[src/rtl/instr_sequencer.sv]
// Two-byte instruction sequencer: fetches opcode+operand, optionally reads/writes data memory,
// strobes the ALU, and handles relative jumps plus a bounded return-address stack.
module instr_sequencer #(
    parameter int INST_ADDR_WIDTH = 8,
    parameter int DATA_WIDTH      = 8,
    parameter int MEM_ADDR_WIDTH  = 8,
    parameter int STACK_DEPTH     = 4,
    parameter int RESET_PC        = 0
) (
    input  logic                       clk,
    input  logic                       arst,
    output logic [INST_ADDR_WIDTH-1:0] inst_addr,
    output logic                       inst_req,
    input  logic                       inst_ack,
    input  logic [DATA_WIDTH-1:0]      inst_data,
    output logic [MEM_ADDR_WIDTH-1:0]  mem_addr,
    output logic                       mem_req,
    output logic                       mem_we,
    input  logic                       mem_ack,
    input  logic [DATA_WIDTH-1:0]      mem_data_i,
    output logic [DATA_WIDTH-1:0]      mem_data_o,
    output logic                       exec,
    input  logic [3:0]                 Flags,
    input  logic [DATA_WIDTH-1:0]      AR,
    output logic [DATA_WIDTH-1:0]      IR,
    output logic [DATA_WIDTH-1:0]      IBR,
    output logic [DATA_WIDTH-1:0]      MBR,
    output logic                       halted,
    output logic                       stack_err
);

    typedef logic [DATA_WIDTH-1:0] word_t;

    // Flag bit positions and opcode encodings shared with the ALU definitions.
    localparam int F_ZERO  = 0;
    localparam int F_CARRY = 1;
    localparam int F_NEG   = 2;
    localparam int F_OV    = 3;

    localparam word_t OP_LOAD_X  = word_t'(8'h01);
    localparam word_t OP_JMP     = word_t'(8'hC0);
    localparam word_t OP_JZ      = word_t'(8'hC1);
    localparam word_t OP_JC      = word_t'(8'hC2);
    localparam word_t OP_JN      = word_t'(8'hC3);
    localparam word_t OP_JV      = word_t'(8'hC4);
    localparam word_t OP_CALL    = word_t'(8'hC8);
    localparam word_t OP_RET     = word_t'(8'hC9);
    localparam word_t OP_STORE_X = word_t'(8'hD0);
    localparam word_t OP_STORE_I = word_t'(8'hD1);

    localparam int SPW = $clog2(STACK_DEPTH + 1);
    localparam int SIW = (STACK_DEPTH > 1) ? $clog2(STACK_DEPTH) : 1;

    typedef enum logic [2:0] {F_OP, F_ARG, DECODE, MEM_RD, EXEC, MEM_WR} state_t;

    state_t                     state;
    logic [INST_ADDR_WIDTH-1:0] pc;
    logic [INST_ADDR_WIDTH-1:0] op_addr;
    logic [INST_ADDR_WIDTH-1:0] stack [STACK_DEPTH];
    logic [SPW-1:0]             sp;

    logic                       is_jump, is_call, is_ret, is_store, exec_op, needs_rd, taken;
    logic                       stack_full, stack_empty;
    logic signed [DATA_WIDTH-1:0] ibr_s;
    logic [INST_ADDR_WIDTH-1:0] target;
    logic [SIW-1:0]             push_idx, pop_idx;

    assign inst_addr = pc;

    assign is_jump  = (IR == OP_JMP) || (IR == OP_JZ) || (IR == OP_JC) ||
                      (IR == OP_JN)  || (IR == OP_JV);
    assign is_call  = (IR == OP_CALL);
    assign is_ret   = (IR == OP_RET);
    assign is_store = (IR == OP_STORE_X) || (IR == OP_STORE_I);
    assign exec_op  = !(is_jump || is_call || is_ret || is_store);
    assign needs_rd = (IR == OP_LOAD_X) ||
                      (((IR[7:6] == 2'b01) || (IR[7:6] == 2'b10)) && (IR[5:2] == 4'b0000));

    always_comb begin
        taken = 1'b0;
        case (IR)
            OP_JMP:  taken = 1'b1;
            OP_JZ:   taken = Flags[F_ZERO];
            OP_JC:   taken = Flags[F_CARRY];
            OP_JN:   taken = Flags[F_NEG];
            OP_JV:   taken = Flags[F_OV];
            default: taken = 1'b0;
        endcase
    end

    // Branch offset is relative to the opcode byte, sign-extended (or truncated) to PC width.
    assign ibr_s       = IBR;
    assign target      = op_addr + INST_ADDR_WIDTH'(ibr_s);
    assign stack_full  = (sp == SPW'(STACK_DEPTH));
    assign stack_empty = (sp == '0);
    assign push_idx    = SIW'(sp);
    assign pop_idx     = SIW'(sp - SPW'(1));

    always_ff @(posedge clk or posedge arst) begin
        if (arst) begin
            state      <= F_OP;
            pc         <= INST_ADDR_WIDTH'(RESET_PC);
            op_addr    <= '0;
            sp         <= '0;
            for (int i = 0; i < STACK_DEPTH; i++) stack[i] <= '0;
            inst_req   <= 1'b0;
            mem_addr   <= '0;
            mem_req    <= 1'b0;
            mem_we     <= 1'b0;
            mem_data_o <= '0;
            exec       <= 1'b0;
            IR         <= '0;
            IBR        <= '0;
            MBR        <= '0;
            halted     <= 1'b0;
            stack_err  <= 1'b0;
        end else begin
            exec <= 1'b0;
            case (state)
                F_OP: begin
                    // Request is raised one cycle late only when leaving reset.
                    if (!halted) begin
                        if (!inst_req) begin
                            inst_req <= 1'b1;
                        end else if (inst_ack) begin
                            IR      <= inst_data;
                            op_addr <= pc;
                            pc      <= pc + 1'b1;
                            state   <= F_ARG;
                        end
                    end
                end
                F_ARG: begin
                    if (inst_ack) begin
                        IBR      <= inst_data;
                        pc       <= pc + 1'b1;
                        inst_req <= 1'b0;
                        state    <= DECODE;
                    end
                end
                DECODE: begin
                    if (needs_rd) begin
                        mem_addr <= MEM_ADDR_WIDTH'(IBR);
                        mem_req  <= 1'b1;
                        mem_we   <= 1'b0;
                        state    <= MEM_RD;
                    end else begin
                        exec  <= exec_op;
                        state <= EXEC;
                    end
                end
                MEM_RD: begin
                    if (mem_ack) begin
                        MBR     <= mem_data_i;
                        mem_req <= 1'b0;
                        exec    <= exec_op;
                        state   <= EXEC;
                    end
                end
                EXEC: begin
                    state    <= F_OP;
                    inst_req <= 1'b1;
                    if (is_call) begin
                        if (stack_full) begin
                            stack_err <= 1'b1;
                            halted    <= 1'b1;
                            inst_req  <= 1'b0;
                        end else begin
                            stack[push_idx] <= pc;
                            sp              <= sp + 1'b1;
                            pc              <= target;
                        end
                    end else if (is_ret) begin
                        if (stack_empty) begin
                            stack_err <= 1'b1;
                            halted    <= 1'b1;
                            inst_req  <= 1'b0;
                        end else begin
                            pc <= stack[pop_idx];
                            sp <= sp - 1'b1;
                        end
                    end else if (is_jump) begin
                        if (taken) pc <= target;
                    end else if (is_store) begin
                        inst_req <= 1'b0;
                        mem_req  <= 1'b1;
                        mem_we   <= 1'b1;
                        state    <= MEM_WR;
                        if (IR == OP_STORE_X) begin
                            mem_addr   <= MEM_ADDR_WIDTH'(IBR);
                            mem_data_o <= AR;
                        end else begin
                            mem_addr   <= MEM_ADDR_WIDTH'(AR);
                            mem_data_o <= IBR;
                        end
                    end
                end
                MEM_WR: begin
                    if (mem_ack) begin
                        mem_req  <= 1'b0;
                        mem_we   <= 1'b0;
                        inst_req <= 1'b1;
                        state    <= F_OP;
                    end
                end
                default: begin
                    state <= F_OP;
                end
            endcase
        end
    end

endmodule
[config.mk]
export PLATFORM = sky130hd
export DESIGN_NAME = instr_sequencer
export DESIGN_NICKNAME = d
export VERILOG_FILES = /design/src/rtl/instr_sequencer.sv
export SDC_FILE = /design/constraint.sdc
export NUM_CORES = 1
export LEC_CHECK = 0
export BUFFER_PORTS_ARGS = -buffer_cell sky130_fd_sc_hd__buf_2
export CAP_MARGIN = 20
export CORE_AREA = 8 8 104 106
export DETAILED_ROUTE_END_ITERATION = 6
export DIE_AREA = 0 0 112 114
export PLACE_DENSITY = 0.8
export SYNTH_ARGS = -nofsm -noshare
export SYNTH_HDL_FRONTEND = slang
export SYNTH_SLANG_ARGS = --single-unit
[constraint.sdc]
create_clock -name clk -period 4.5 [get_ports clk]
set_clock_uncertainty 0.1 [all_clocks]
set_input_delay 0.675 -clock clk [delete_from_list [all_inputs] [get_ports clk]]
set_output_delay 0.675 -clock clk [all_outputs]
set_load 0.1 [all_outputs]
# Word-level counts from Yosys, hierarchy flattened

Index checks and enable logic that the tools add are counted.
W data, S select, Z words.

Bits of input ports: 32
Register bits: 99
Logic and storage cells: 173
Output and inout port bits: 54

Reduce and logical (&&, ||, !) cells: 37
Order comparisons: 3
Eq/ne operators: 37
Bitwise logic cells: 7
$add $sub $neg: 4
Mux-type cells: 67

Operators with widths:

| operator              | number |
|---|---|
| $mux W8               | 19 |
| $eq A8 B8 Y1 const B  | 9 |
| $mux W3               | 15 |
| $bwmux W32            | 1 |
| $ne A2 B2 Y1 const B  | 13 |
| $pmux W8 S3           | 1 |
| $mux W1               | 22 |
| $reduce_and A7 Y1     | 3 |
| $pmux W3 S6           | 1 |
| $bmux W8 S2           | 1 |
| $demux W8 S2          | 1 |
| $pmux W8 S2           | 1 |
| $reduce_and A4 Y1     | 4 |
| $ne A4 B4 Y1 const B  | 3 |
| $reduce_and A6 Y1     | 2 |
| $logic_or A1 B1 Y1    | 10 |
| $eq A3 B3 Y1 const B  | 3 |
| $reduce_bool A3 Y1    | 3 |
| $add A8 B1 Y8 const B | 1 |
| $add A8 B8 Y8         | 1 |
| $eq A8 B1 Y1 const B  | 1 |
| $eq A3 B2 Y1 const B  | 2 |
| $ge A3 B3 Y1 const B  | 2 |
| $logic_not A3 Y1      | 2 |
| 23 further kinds      | 34 |

# Depth between registers and ports, before layout

Gate-level depths: netlist of run 1.

Depth in word-level cells: 11
Depth in mapped cells: 11
Mapped depth without buffers: 9

# Worst setup path after synthesis of run 1

OpenSTA, ideal clock, no wires.

Path kind: register to register
Start: register IR[7]
End: register pc[7], in the netlist inst_addr[7]
Cell stages (with the launch flop): 9
Period minus slack after synthesis: 2806 ps
Data required time: 4268 ps
Library setup time: 132 ps
Path buffers: 1
Arrival: 2574 ps
Slack: 1694 ps
Path through: dfrtp_1 > ha_1 > nor3b_2 > nand3b_1 > and3_1 > a211o_2 > buf_2 > o21ai_0 > o21ai_0

Word-level cells in the longest chain between the ends: 7
Elaborated cells on any way between the ends: 20
Those cells by class: eq/ne: 11; mux: 4; reduce/logical: 5

Ends and longest elaborated chain:

| element                          | line   | RTL |
|---|---|---|
| from (decl)                      | 25     | `output logic [DATA_WIDTH-1:0] IR,` |
| from (signal assigned)           | 126    | `IR <= inst_data;` |
| $eq A8 B8 Y1                     | 70, 81 |  |
| $logic_or A1 B1 Y1 (3 in series) | 70     | `assign is_jump = (IR == OP_JMP) \|\| (IR == OP_JZ) \|\| (IR == OP_JC) \|\|` |
| $logic_or A1 B1 Y1               | 71     | `(IR == OP_JN) \|\| (IR == OP_JV);` |
| $ne A4 B4 Y1 (no line)           | -      |  |
| $reduce_and A7 Y1 (no line)      | -      |  |
| to (signal assigned)             | 102    | `pc <= INST_ADDR_WIDTH'(RESET_PC);` |
| to (signal assigned)             | 128    | `pc <= pc + 1'b1;` |
| to (signal assigned)             | 136    | `pc <= pc + 1'b1;` |
| to (decl)                        | 57     | `logic [INST_ADDR_WIDTH-1:0] pc;` |

Several ways; a longest one is shown, not always the timed one.
A chain may end at the register's enable or synchronous reset.

# Worst setup path after layout of run 1

Start: register sp[0]
End: register pc[0], in the netlist inst_addr[0]

Word-level cells in the longest chain between the ends: 9
Elaborated cells on any way between the ends: 14
Those cells by class: add/sub: 1; eq/ne: 3; mux: 7; bitwise: 1; reduce/logical: 2

Ends and longest elaborated chain:

| element                                     | line | RTL |
|---|---|---|
| from (decl)                                 | 60   | `logic [SPW-1:0] sp;` |
| from (signal assigned)                      | 170  | `sp <= sp + 1'b1;` |
| from (signal assigned)                      | 180  | `sp <= sp - 1'b1;` |
| $sub A3 B1 Y3                               | -    |  |
| via pop_idx[0]                              | 66   | `logic [SIW-1:0] push_idx, pop_idx;` |
| $not A2 Y3 (not written as such)            | 179  | `pc <= stack[pop_idx];` |
| $bmux W8 S2                                 | 179  |  |
| $mux W8 (not written as such) (2 in series) | 179  |  |
| $mux W8                                     | 174  | `if (stack_empty) begin` |
| $mux W8                                     | 173  | `end else if (is_ret) begin` |
| $mux W8                                     | 163  | `if (is_call) begin` |
| $pmux W8 S3                                 | 119  | `case (state)` |
| to (signal assigned)                        | 128  |  |
| to (signal assigned)                        | 171  | `pc <= target;` |
| to (signal assigned)                        | 179  |  |

The timed path passes the listed nets, and every way through them passes these cells. The select of a mux whose other input is x is not followed.

==> metrics.csv, run 1 <==
stage;metric;value;unit
run_status;outcome;completed;
clocking;H-tree Lvls;3;
timing;Final min period;3.033;ns
timing;RSZ-0062 raised after global routing;false;
synthesis;syn_area_per_cell;11.20;um2
route;DR vias/cell;5.979;
synthesis;Yosys warning total;0;
synthesis;most used flip-flop cell after synthesis;dfrtp_1;
clocking;CTS tree;built;
synthesis;Post-Syn Instances;459;
synthesis;Synth cell types;54;
route;routed len/inst;18.33;um
cells_and_area;fin util;63.76;%
clocking;clock-pin slew on the worst setup and hold paths;0.10;ns
floorplanning;full die area;12770;um2
synthesis;Synth async-reset ratio;100.0;%
floorplanning;Die Height;114;um
placed_design;DP HPWL;8.860;mm
cells_and_area;non-filler instance count after layout;653;
floorplanning;row count;35;
timing;final setup violation count;0;
worst_setup_path;critical path endpoint category;flip-flop;
route;total number of vias;3904;
worst_setup_path;startpoint types;flip-flop;
global_route;global-route wire length before repair;19.73;mm
global_route;Congestion Overflow GR;0;
timing;fmax;0.3297;GHz
floorplanning;Initial Util;56.46;%
placed_design;Buffers on Ports;85;
timing;slew margin rel.;32.79;%
timing;final period utilization;67.41;%
route;DR pass1 iterations;4;
clocking;clock sinks;99;
clocking;CTS root buf;clkbuf_8;
route;drt drc;0;
cells_and_area;layout cells sized above 1;33.76;%
floorplanning;core area;9109;um2
global_route;vias in the first global route;3946;
placed_design;DP Cell Count;637;
clocking;worst-skew pair later-pin latency;0.37;ns
timing;Max Slew Vio Count;0;
synthesis;largest cells by area after synthesis;dfrtp_1 48%, mux2_2 13%, o21ai_0 4.2%;
timing;Worst-Margin Slew;1.003;ns
synthesis;Yosys reg bits;99;
worst_setup_path;Worst EP required;4.70;ns
worst_setup_path;CP Class;reg2reg;
cells_and_area;P&R area growth vs syn;12.94;%
route;antenna-violating nets left;0;
timing;Final Hold Vio Count;0;
route;Detailed Route WL;11.97;mm
route;Initial DRC Count;274;
floorplanning;# IOs;86;
global_route;initial antenna violation count;0;
cells_and_area;# fillers;747;
placed_design;routability cong.;0.8615;
worst_setup_path;maximum fanout along the worst path;14;
cells_and_area;most common cell after layout, fill and taps aside;dfrtp_1;
clocking;number of post-CTS setup repair buffers;0;
global_route;largest net degree at the start of global routing;67;
synthesis;EDFF count, synth;0;
cells_and_area;most frequent cells in the layout;99 x dfrtp_1, 85 x buf_2, 59 x mux2_2;
cells_and_area;final net count;586;
clocking;PostCTS Resize Cnt;0;
synthesis;Cell Area, Synth;5142;um2
timing;setup TNS;0;ns
cells_and_area;ANT cells;0;
global_route;Total Routing Usage GR;19.01;%
timing;worst hold slack;0.3734;ns
synthesis;Synth top area share;48.18;%
clocking;Num CTS Buffers;9;
clocking;CTS Hold Bufs;0;
floorplanning;die width;112;um
synthesis;leading area contributor after synthesis;dfrtp_1;
synthesis;post-synthesis sequential area ratio;48.18;%
clocking;Longest Clk Path Bufs;2;
worst_hold_path;Hold Path Class;in2async;
synthesis;syn nets;508;
flow_run;max_cap viols;0;
worst_setup_path;Data arrival, critical path;3.23;ns
-- cell type report --
cell class	instances	area [um2]	share of cell area [%]
Tap cell	111	138.9	2.391
Multi-Input combinational cell	326	2522	43.43
Sequential cell	99	2477	42.65
Clock buffer	10	127.6	2.197
Clock inverter	6	50.05	0.8617
Timing Repair Buffer	86	432.9	7.454
Inverter	15	58.81	1.012
-- synth_stat cells, types with 5 or more instances --
| library cell | n |
|---|---|
| dfrtp_1 | 99 |
| mux2_2 | 59 |
| o21ai_0 | 43 |
| nand2_1 | 39 |
| nor2_1 | 24 |
| a21oi_1 | 23 |
| mux2i_1 | 21 |
| ha_1 | 16 |
| inv_1 | 15 |
| nand3_1 | 11 |
| clkbuf_1 | 10 |
| mux4_2 | 8 |
| buf_2 | 6 |
| and3_1 | 5 |
| nor2b_1 | 5 |
| o22ai_1 | 5 |
| xnor2_1 | 5 |
-- final timing paths --
kind / start / to / slack, ns / cells after the start
worst max-delay path: sp[0]$_DFFE_PP0P_ / inst_addr[0]$_DFFE_PP0P_ / 1.47 / 9
worst min-delay path: arst / MBR[0]$_DFFE_PP0P_ / 0.37 / 2
worst max register to register: sp[0]$_DFFE_PP0P_ / inst_addr[0]$_DFFE_PP0P_ / 1.47 / 9
worst min register to register: mem_data_o[7]$_DFFE_PP0P_ / mem_data_o[7]$_DFFE_PP0P_ / 0.39 / 2
max in group asynchronous: arst / stack[10]$_DFFE_PP0P_ / 3.02 / 3
min in group clk: mem_data_o[7]$_DFFE_PP0P_ / mem_data_o[7]$_DFFE_PP0P_ / 0.39 / 2
-- routing by layer --
metal,share of wire (%),global-route usage (%),wire length (um)
met1,45,24.38,5356
met2,48,30.98,5730
met3,6.3,4.702,756
met4,1.0,6.295,124
met5,0,0,0
-- sequential cells by signal, summed over array words and instances, names as in the netlist --
register,count
stack,32
IBR,8
IR,8
MBR,8
inst_addr,8
mem_addr,8
mem_data_o,8
op_addr,8
sp,3
state,3
exec,1
inst_req,1
mem_req,1
mem_we,1
stack_err,1
-- critical path: stages, from the launching register on --
cell	delay [ns]
dfrtp_1	0.77
inv_1	0.15
ha_1	0.29
ha_1	0.23
nor2b_1	0.16
nand3b_1	0.23
and3_1	0.22
a211o_2	0.41
nor4_1	0.30
a211o_1	0.13
-- through the flow --
step,setup slack (ns),area [um2]
after floorplan,1.135,5142
after global placement,1.587,5630
after detailed placement,1.457,5630
after CTS,1.438,5808
after global routing,1.236,5808
final,1.467,5808
-- logic make-up (layout without fill, tap and decap cells) --
kind of cell	after synthesis	after routing	share of synthesized area (%)
AND/OR/NAND/NOR	116	116	11.75
flip-flops	99	99	48.18
adder cells (fa/ha/maj)	17	17	4.282
multiplexers	88	88	20.51
AO/OA/AOI/OAI	96	96	10.97
XOR/XNOR	9	9	1.533
buffers and inverters	34	117	2.774
Power of run 1 is not shown: default switching activity piles up to over one toggle a cycle in this logic, so the estimate is an artifact.
==> run 2, diff against run 1 <==
==> constraint.sdc (replaced) <==
create_clock -name clk -period 2.8 [get_ports clk]
set_clock_uncertainty 0.1 [all_clocks]
set_input_delay 0.42 -clock clk [delete_from_list [all_inputs] [get_ports clk]]
set_output_delay 0.42 -clock clk [all_outputs]
set_load 0.1 [all_outputs]
==> metrics.csv, run 2 (synthesis results as in run 1) <==
stage;metric;value;unit;change
placed_design;Setup WS pre-CTS;0.3487;ns;was 1.457 ns
floorplanning;full die area;12770;um2;unchanged
cells_and_area;Reg with most FFs;stack;;unchanged
floorplanning;core area;9109;um2;unchanged
clocking;number of post-CTS setup repair buffers;0;;unchanged
timing;setup TNS;0;ns;unchanged
global_route;vias in the first global route;3904;;was 3946
placed_design;area of placed instances;5683;um2;was 5630 um2
route;antenna-violating nets left;0;;unchanged
worst_setup_path;r2r startpoint;sp[1]$_DFFE_PP0P_;;was sp[0]$_DFFE_PP0P_
clocking;H-tree Lvls;3;;unchanged
floorplanning;die width;112;um;unchanged
floorplanning;Die Height;114;um;unchanged
route;Initial DRC Count;282;;was 274
worst_setup_path;CP Launch Point;sp[1]$_DFFE_PP0P_;;was sp[0]$_DFFE_PP0P_
global_route;initial antenna violation count;0;;unchanged
route;DR vias/cell;5.980;;was 5.979
clocking;clock sinks;99;;unchanged
route;drt drc;0;;unchanged
placed_design;Buffers on Ports;85;;unchanged
timing;setup ws final;0.3184;ns;was 1.467 ns
clocking;Num CTS Buffers;9;;unchanged
flow_run;max_cap viols;0;;unchanged
worst_setup_path;r2r setup slk;0.32;ns;was 1.47 ns
cells_and_area;most common cell after layout, fill and taps aside;dfrtp_1;;unchanged
worst_setup_path;Data arrival, critical path;2.69;ns;was 3.23 ns
cells_and_area;P&R area growth vs syn;14.40;%;was 12.94%
worst_setup_path;maximum fanout along the worst path;14;;unchanged
worst_setup_path;CP dominant cell by count;ha_1;;unchanged
worst_setup_path;Worst EP required;3.01;ns;was 4.70 ns
worst_setup_path;R2R cell count;9;;unchanged
worst_setup_path;Crit-path slowest cell;a211o_2;;was dfrtp_1
worst_setup_path;RR Endpoint;inst_addr[0]$_DFFE_PP0P_;;unchanged
worst_setup_path;worst path cell trace;inv_1 > ha_1 > ha_1 > nor2b_1 > nand3b_1 > and3_1 > a211o_2 > nor4_1 > a211o_1;;unchanged
worst_setup_path;startpoint types;flip-flop;;unchanged
timing;Final Hold Vio Count;0;;unchanged
clocking;Longest Clk Path Bufs;2;;unchanged
placed_design;routability cong.;0.9094;;was 0.8615
route;total number of vias;3935;;was 3904
cells_and_area;most frequent cells in the layout;98 x dfrtp_1, 85 x buf_2, 59 x mux2_2;;was 99 x dfrtp_1, 85 x buf_2, 59 x mux2_2
clocking;CTS root buf;clkbuf_8;;unchanged
worst_setup_path;CP Class;reg2reg;;unchanged
route;DR pass1 iterations;5;;was 4
clocking;CTS Hold Bufs;0;;unchanged
global_route;largest net degree at the start of global routing;100;;was 67
worst_setup_path;Largest stage delay, worst path;0.41;ns;was 0.77 ns
clocking;PostCTS Resize Cnt;0;;unchanged
route;Detailed Route WL;11.77;mm;was 11.97 mm
floorplanning;Initial Util;56.46;%;unchanged
clocking;clock-pin slew on the worst setup and hold paths;0.09;ns;was 0.10 ns
clocking;worst-skew pair later-pin latency;0.37;ns;about the same
cells_and_area;final net count;591;;was 586
clocking;CTS tree;built;;unchanged
placed_design;DP HPWL;8.637;mm;was 8.860 mm
worst_setup_path;Top delay family on crit path;simple AND/OR/NAND/NOR gates;;unchanged
global_route;global-route wire length before repair;19.46;mm;was 19.73 mm
timing;Max Slew Vio Count;0;;unchanged
floorplanning;# IOs;86;;unchanged
floorplanning;row count;35;;unchanged
cells_and_area;layout cells sized above 1;34.55;%;was 33.76%
timing;slew margin rel.;59.74;%;was 32.79%
timing;final setup violation count;0;;unchanged
worst_setup_path;worst path bufs/invs;1;;unchanged
worst_hold_path;Hold Path Class;in2async;;unchanged
route;routed len/inst;17.89;um;was 18.33 um
timing;RSZ-0062 raised after global routing;false;;unchanged
timing;Final min period;2.482;ns;was 3.033 ns
cells_and_area;cell area after layout;5883;um2;was 5808 um2
global_route;Total Routing Usage GR;18.68;%;was 19.01%
timing;fmax;0.4030;GHz;was 0.3297 GHz
timing;Worst-Margin Slew;0.6039;ns;was 1.003 ns
worst_setup_path;critical path endpoint category;flip-flop;;unchanged
cells_and_area;max FFs per register;32;;unchanged
cells_and_area;ANT cells;0;;unchanged
run_status;outcome;completed;;unchanged
global_route;Congestion Overflow GR;0;;unchanged
timing;final period utilization;88.63;%;was 67.41%
-- run 2: how the worst max path moves through the flow --
| stage | to | slack (ns) | depth (start not counted) |
|---|---|---|---|
| 3_3_place_gp | inst_addr[0]$_DFFE_PP0P_ | 0.44 | 9 |
| 3_5_place_dp | inst_addr[0]$_DFFE_PP0P_ | 0.35 | 9 |
| 5_1_grt | inst_addr[0]$_DFFE_PP0P_ | 0.13 | 9 |
| 4_1_cts | inst_addr[0]$_DFFE_PP0P_ | 0.33 | 9 |
| 6_report | inst_addr[0]$_DFFE_PP0P_ | 0.32 | 9 |
| 2_1_floorplan | inst_addr[7]$_DFFE_PP0P_ | 0.004 | 8 |
-- run 2: cell type report --
cell class	instances	area (um2)
inverters	15	60.06
clock buffers	10	127.6
flip-flops and latches	99	2479
fillers	737	3226
well taps	111	138.9
multi-input cells	326	2522
repair buffers	91	483.0
clock inverters	6	72.57
-- run 2: tightest hold or removal path, stage by stage --
cell and delay, ns:
buf_2 0.11, clkinvlp_4 0.07, buf_12 0.40
-- run 2: per-layer routing --
layer,vias to the layer above,routed length [um],GRT usage (%)
met1,1923,5213,24.57
li1,1822,-,-
met3,25,822,5.071
met4,0,200,5.216
met2,165,5531,29.77
met5,-,0,0
-- run 2: through the flow --
stage / hold WS, ns / cells / utilization (%)
final: 0.09817 / 658 / 64.59
after global routing: 0.1367 / 658 / 64.59
after CTS: 0.1107 / 658 / 64.59
after detailed placement: 0.3653 / 642 / 62.39
after global placement: 0.3572 / 642 / 62.39
after floorplan: 0.3446 / 459 / -
Power of run 2 is left out for the same reason.
==> run 3, diff against run 2 <==
==> config.mk (replaced) <==
export PLATFORM = sky130hd
export DESIGN_NAME = instr_sequencer
export DESIGN_NICKNAME = d
export VERILOG_FILES = /design/src/rtl/instr_sequencer.sv
export SDC_FILE = /design/constraint.sdc
export NUM_CORES = 1
export LEC_CHECK = 0
export CAP_MARGIN = 20
export CORE_AREA = 8 8 102 104
export DETAILED_ROUTE_END_ITERATION = 6
export DIE_AREA = 0 0 110 112
export DONT_BUFFER_PORTS = 1
export PLACE_DENSITY = 0.74
export SYNTH_ARGS = -nofsm -noshare
export SYNTH_HDL_FRONTEND = slang
export SYNTH_SLANG_ARGS = --single-unit
==> metrics.csv, run 3 (synthesis results as in run 1) <==
stage;metric;value;unit;change
cells_and_area;max FFs per register;32;;unchanged
flow_run;max_cap viols;0;;unchanged
cells_and_area;most common cell after layout, fill and taps aside;dfrtp_1;;unchanged
floorplanning;Initial Util;57.85;%;was 56.46%
clocking;CTS root buf;clkbuf_8;;unchanged
clocking;Num CTS Buffers;9;;unchanged
global_route;initial antenna violation count;0;;unchanged
global_route;vias in the first global route;3832;;was 3904
route;Initial DRC Count;207;;was 282
worst_setup_path;Top delay family on crit path;simple AND/OR/NAND/NOR gates;;unchanged
route;drt drc;0;;unchanged
timing;final setup violation count;0;;unchanged
cells_and_area;final net count;535;;was 591
clocking;CTS tree;built;;unchanged
timing;final period utilization;89.04;%;was 88.63%
cells_and_area;multi-input logic area;2522;um2;unchanged
worst_setup_path;CP Class;reg2reg;;unchanged
cells_and_area;# fillers;718;;was 737
global_route;Total Routing Usage GR;20.13;%;was 18.68%
route;DR vias/cell;6.050;;was 5.980
floorplanning;core area;8890;um2;was 9109 um2
placed_design;routability cong.;0.8348;;was 0.9094
floorplanning;full die area;12320;um2;was 12770 um2
worst_setup_path;critical path endpoint category;flip-flop;;unchanged
worst_setup_path;worst path cell trace;inv_1 > ha_1 > ha_1 > nor2b_1 > nand3b_1 > and3_1 > a211o_2 > nor4_1 > a211o_1;;unchanged
cells_and_area;most frequent cells in the layout;97 x dfrtp_1, 59 x mux2_2, 43 x o21ai_0;;was 98 x dfrtp_1, 85 x buf_2, 59 x mux2_2
worst_setup_path;R2R cell count;9;;unchanged
cells_and_area;fin util;63.76;%;was 64.59%
route;total number of vias;3642;;was 3935
worst_setup_path;Crit-path slowest cell;dfrtp_1;;was a211o_2
route;DR pass1 iterations;4;;was 5
timing;Final Hold Vio Count;0;;unchanged
cells_and_area;Sequential Area;2480;um2;was 2479 um2
worst_setup_path;startpoint types;flip-flop;;unchanged
clocking;clock-pin slew on the worst setup and hold paths;0.11;ns;was 0.09 ns
floorplanning;row count;35;;unchanged
clocking;worst-skew pair later-pin latency;0.36;ns;was 0.37 ns
worst_setup_path;Worst path depth;9;;unchanged
clocking;number of post-CTS setup repair buffers;0;;unchanged
worst_setup_path;maximum fanout along the worst path;14;;unchanged
timing;Final min period;2.493;ns;was 2.482 ns
timing;setup TNS;0;ns;unchanged
worst_hold_path;Hold Path Class;in2reg;;was in2async
global_route;global-route wire length before repair;19.74;mm;was 19.46 mm
cells_and_area;Reg with most FFs;stack;;unchanged
route;antenna-violating nets left;0;;unchanged
placed_design;Buffers on Ports;0;;was 85
cells_and_area;P&R area growth vs syn;10.22;%;was 14.40%
worst_setup_path;Data arrival, critical path;2.69;ns;about the same
run_status;outcome;completed;;unchanged
timing;RSZ-0062 raised after global routing;false;;unchanged
route;routed len/inst;20.08;um;was 17.89 um
timing;Worst-Margin Slew;0.9225;ns;was 0.6039 ns
timing;Max Slew Vio Count;0;;unchanged
floorplanning;Die Height;112;um;was 114 um
route;Detailed Route WL;12.09;mm;was 11.77 mm
floorplanning;die width;110;um;was 112 um
cells_and_area;layout cells sized above 1;27.29;%;was 34.55%
placed_design;DP HPWL;9.174;mm;was 8.637 mm
worst_setup_path;worst path bufs/invs;1;;unchanged
cells_and_area;ANT cells;0;;unchanged
global_route;largest net degree at the start of global routing;54;;was 100
clocking;clock sinks;99;;unchanged
worst_setup_path;CP dominant cell by count;ha_1;;unchanged
clocking;H-tree Lvls;3;;unchanged
clocking;Longest Clk Path Bufs;2;;unchanged
timing;worst hold slack;0.06890;ns;was 0.09817 ns
timing;fmax;0.4011;GHz;was 0.4030 GHz
timing;slew margin rel.;38.50;%;was 59.74%
global_route;Congestion Overflow GR;0;;unchanged
worst_hold_path;Worst Hold Depth;2;;
worst_setup_path;Largest stage delay, worst path;0.41;ns;about the same
worst_setup_path;Worst EP required;3.00;ns;was 3.01 ns
floorplanning;# IOs;86;;unchanged
-- run 3: cell count changes in the layout (fill, tap and decap cells not counted) --
cell           before  now
buf_4               5   33
dfrtp_2             1    2
clkbuf_1            1    0
clkinv_4            2    1
dlygate4sd3_1       0    1
bufinv_16           1    0
inv_8               1    3
dfrtp_1            98   97
inv_6               1    2
buf_2              85    0
-- run 3: path summary, 6_finish.rpt --
path | from | endpoint | slack, ns
max in group asynchronous | arst | mem_addr[2]$_DFFE_PP0P_ | 1.38
worst max-delay path | sp[1]$_DFFE_PP0P_ | inst_addr[0]$_DFFE_PP0P_ | 0.31
worst max register to register | sp[1]$_DFFE_PP0P_ | inst_addr[0]$_DFFE_PP0P_ | 0.31
worst min register to register | stack[26]$_DFFE_PP0P_ | stack[26]$_DFFE_PP0P_ | 0.39
min in group asynchronous | arst | mem_data_o[5]$_DFFE_PP0P_ | 0.51
worst min-delay path | inst_data[1] | IBR[1]$_DFFE_PP0P_ | 0.07
-- run 3: layout make-up --
type	instances	area share [%]
Clock buffer	9	2.185
Clock inverter	7	1.148
Inverter	15	1.060
Multi-Input combinational cell	326	44.50
Sequential cell	99	43.75
Tap cell	111	2.450
Timing Repair Buffer	35	4.901
-- run 3: what timing repair did --
item,CTS,global route
hold endpoints to repair,24,0
resized for setup,0,0
hold buffers,1,0
-- run 3: per-layer routing --
layer  global-route usage [%]  vias up  wire [um]
li1                         -     1706          -
met3                    5.373       11        989
met5                        0        -          0
met1                    24.81     1825       4939
met4                    5.135        0        104
met2                    33.71      100       6058
-- run 3: per-stage QoR --
stage	instances	area [um2]	worst slack (ns)
6_report	602	5668	0.3069
5_1_grt	602	5668	0.1477
4_1_cts	602	5668	0.3142
3_5_place_dp	585	5469	0.3287
3_3_place_gp	585	5469	0.4414
2_1_floorplan	459	5147	0.004442
-- run 3: worst register-to-register path: stages, from the launching register on --
cell and delay [ns]:
dfrtp_1 0.41, inv_1 0.08, ha_1 0.22, ha_1 0.23
nor2b_1 0.16, nand3b_1 0.19, and3_1 0.21, a211o_2 0.41
nor4_1 0.30, a211o_1 0.13
Power of run 3 is left out for the same reason.
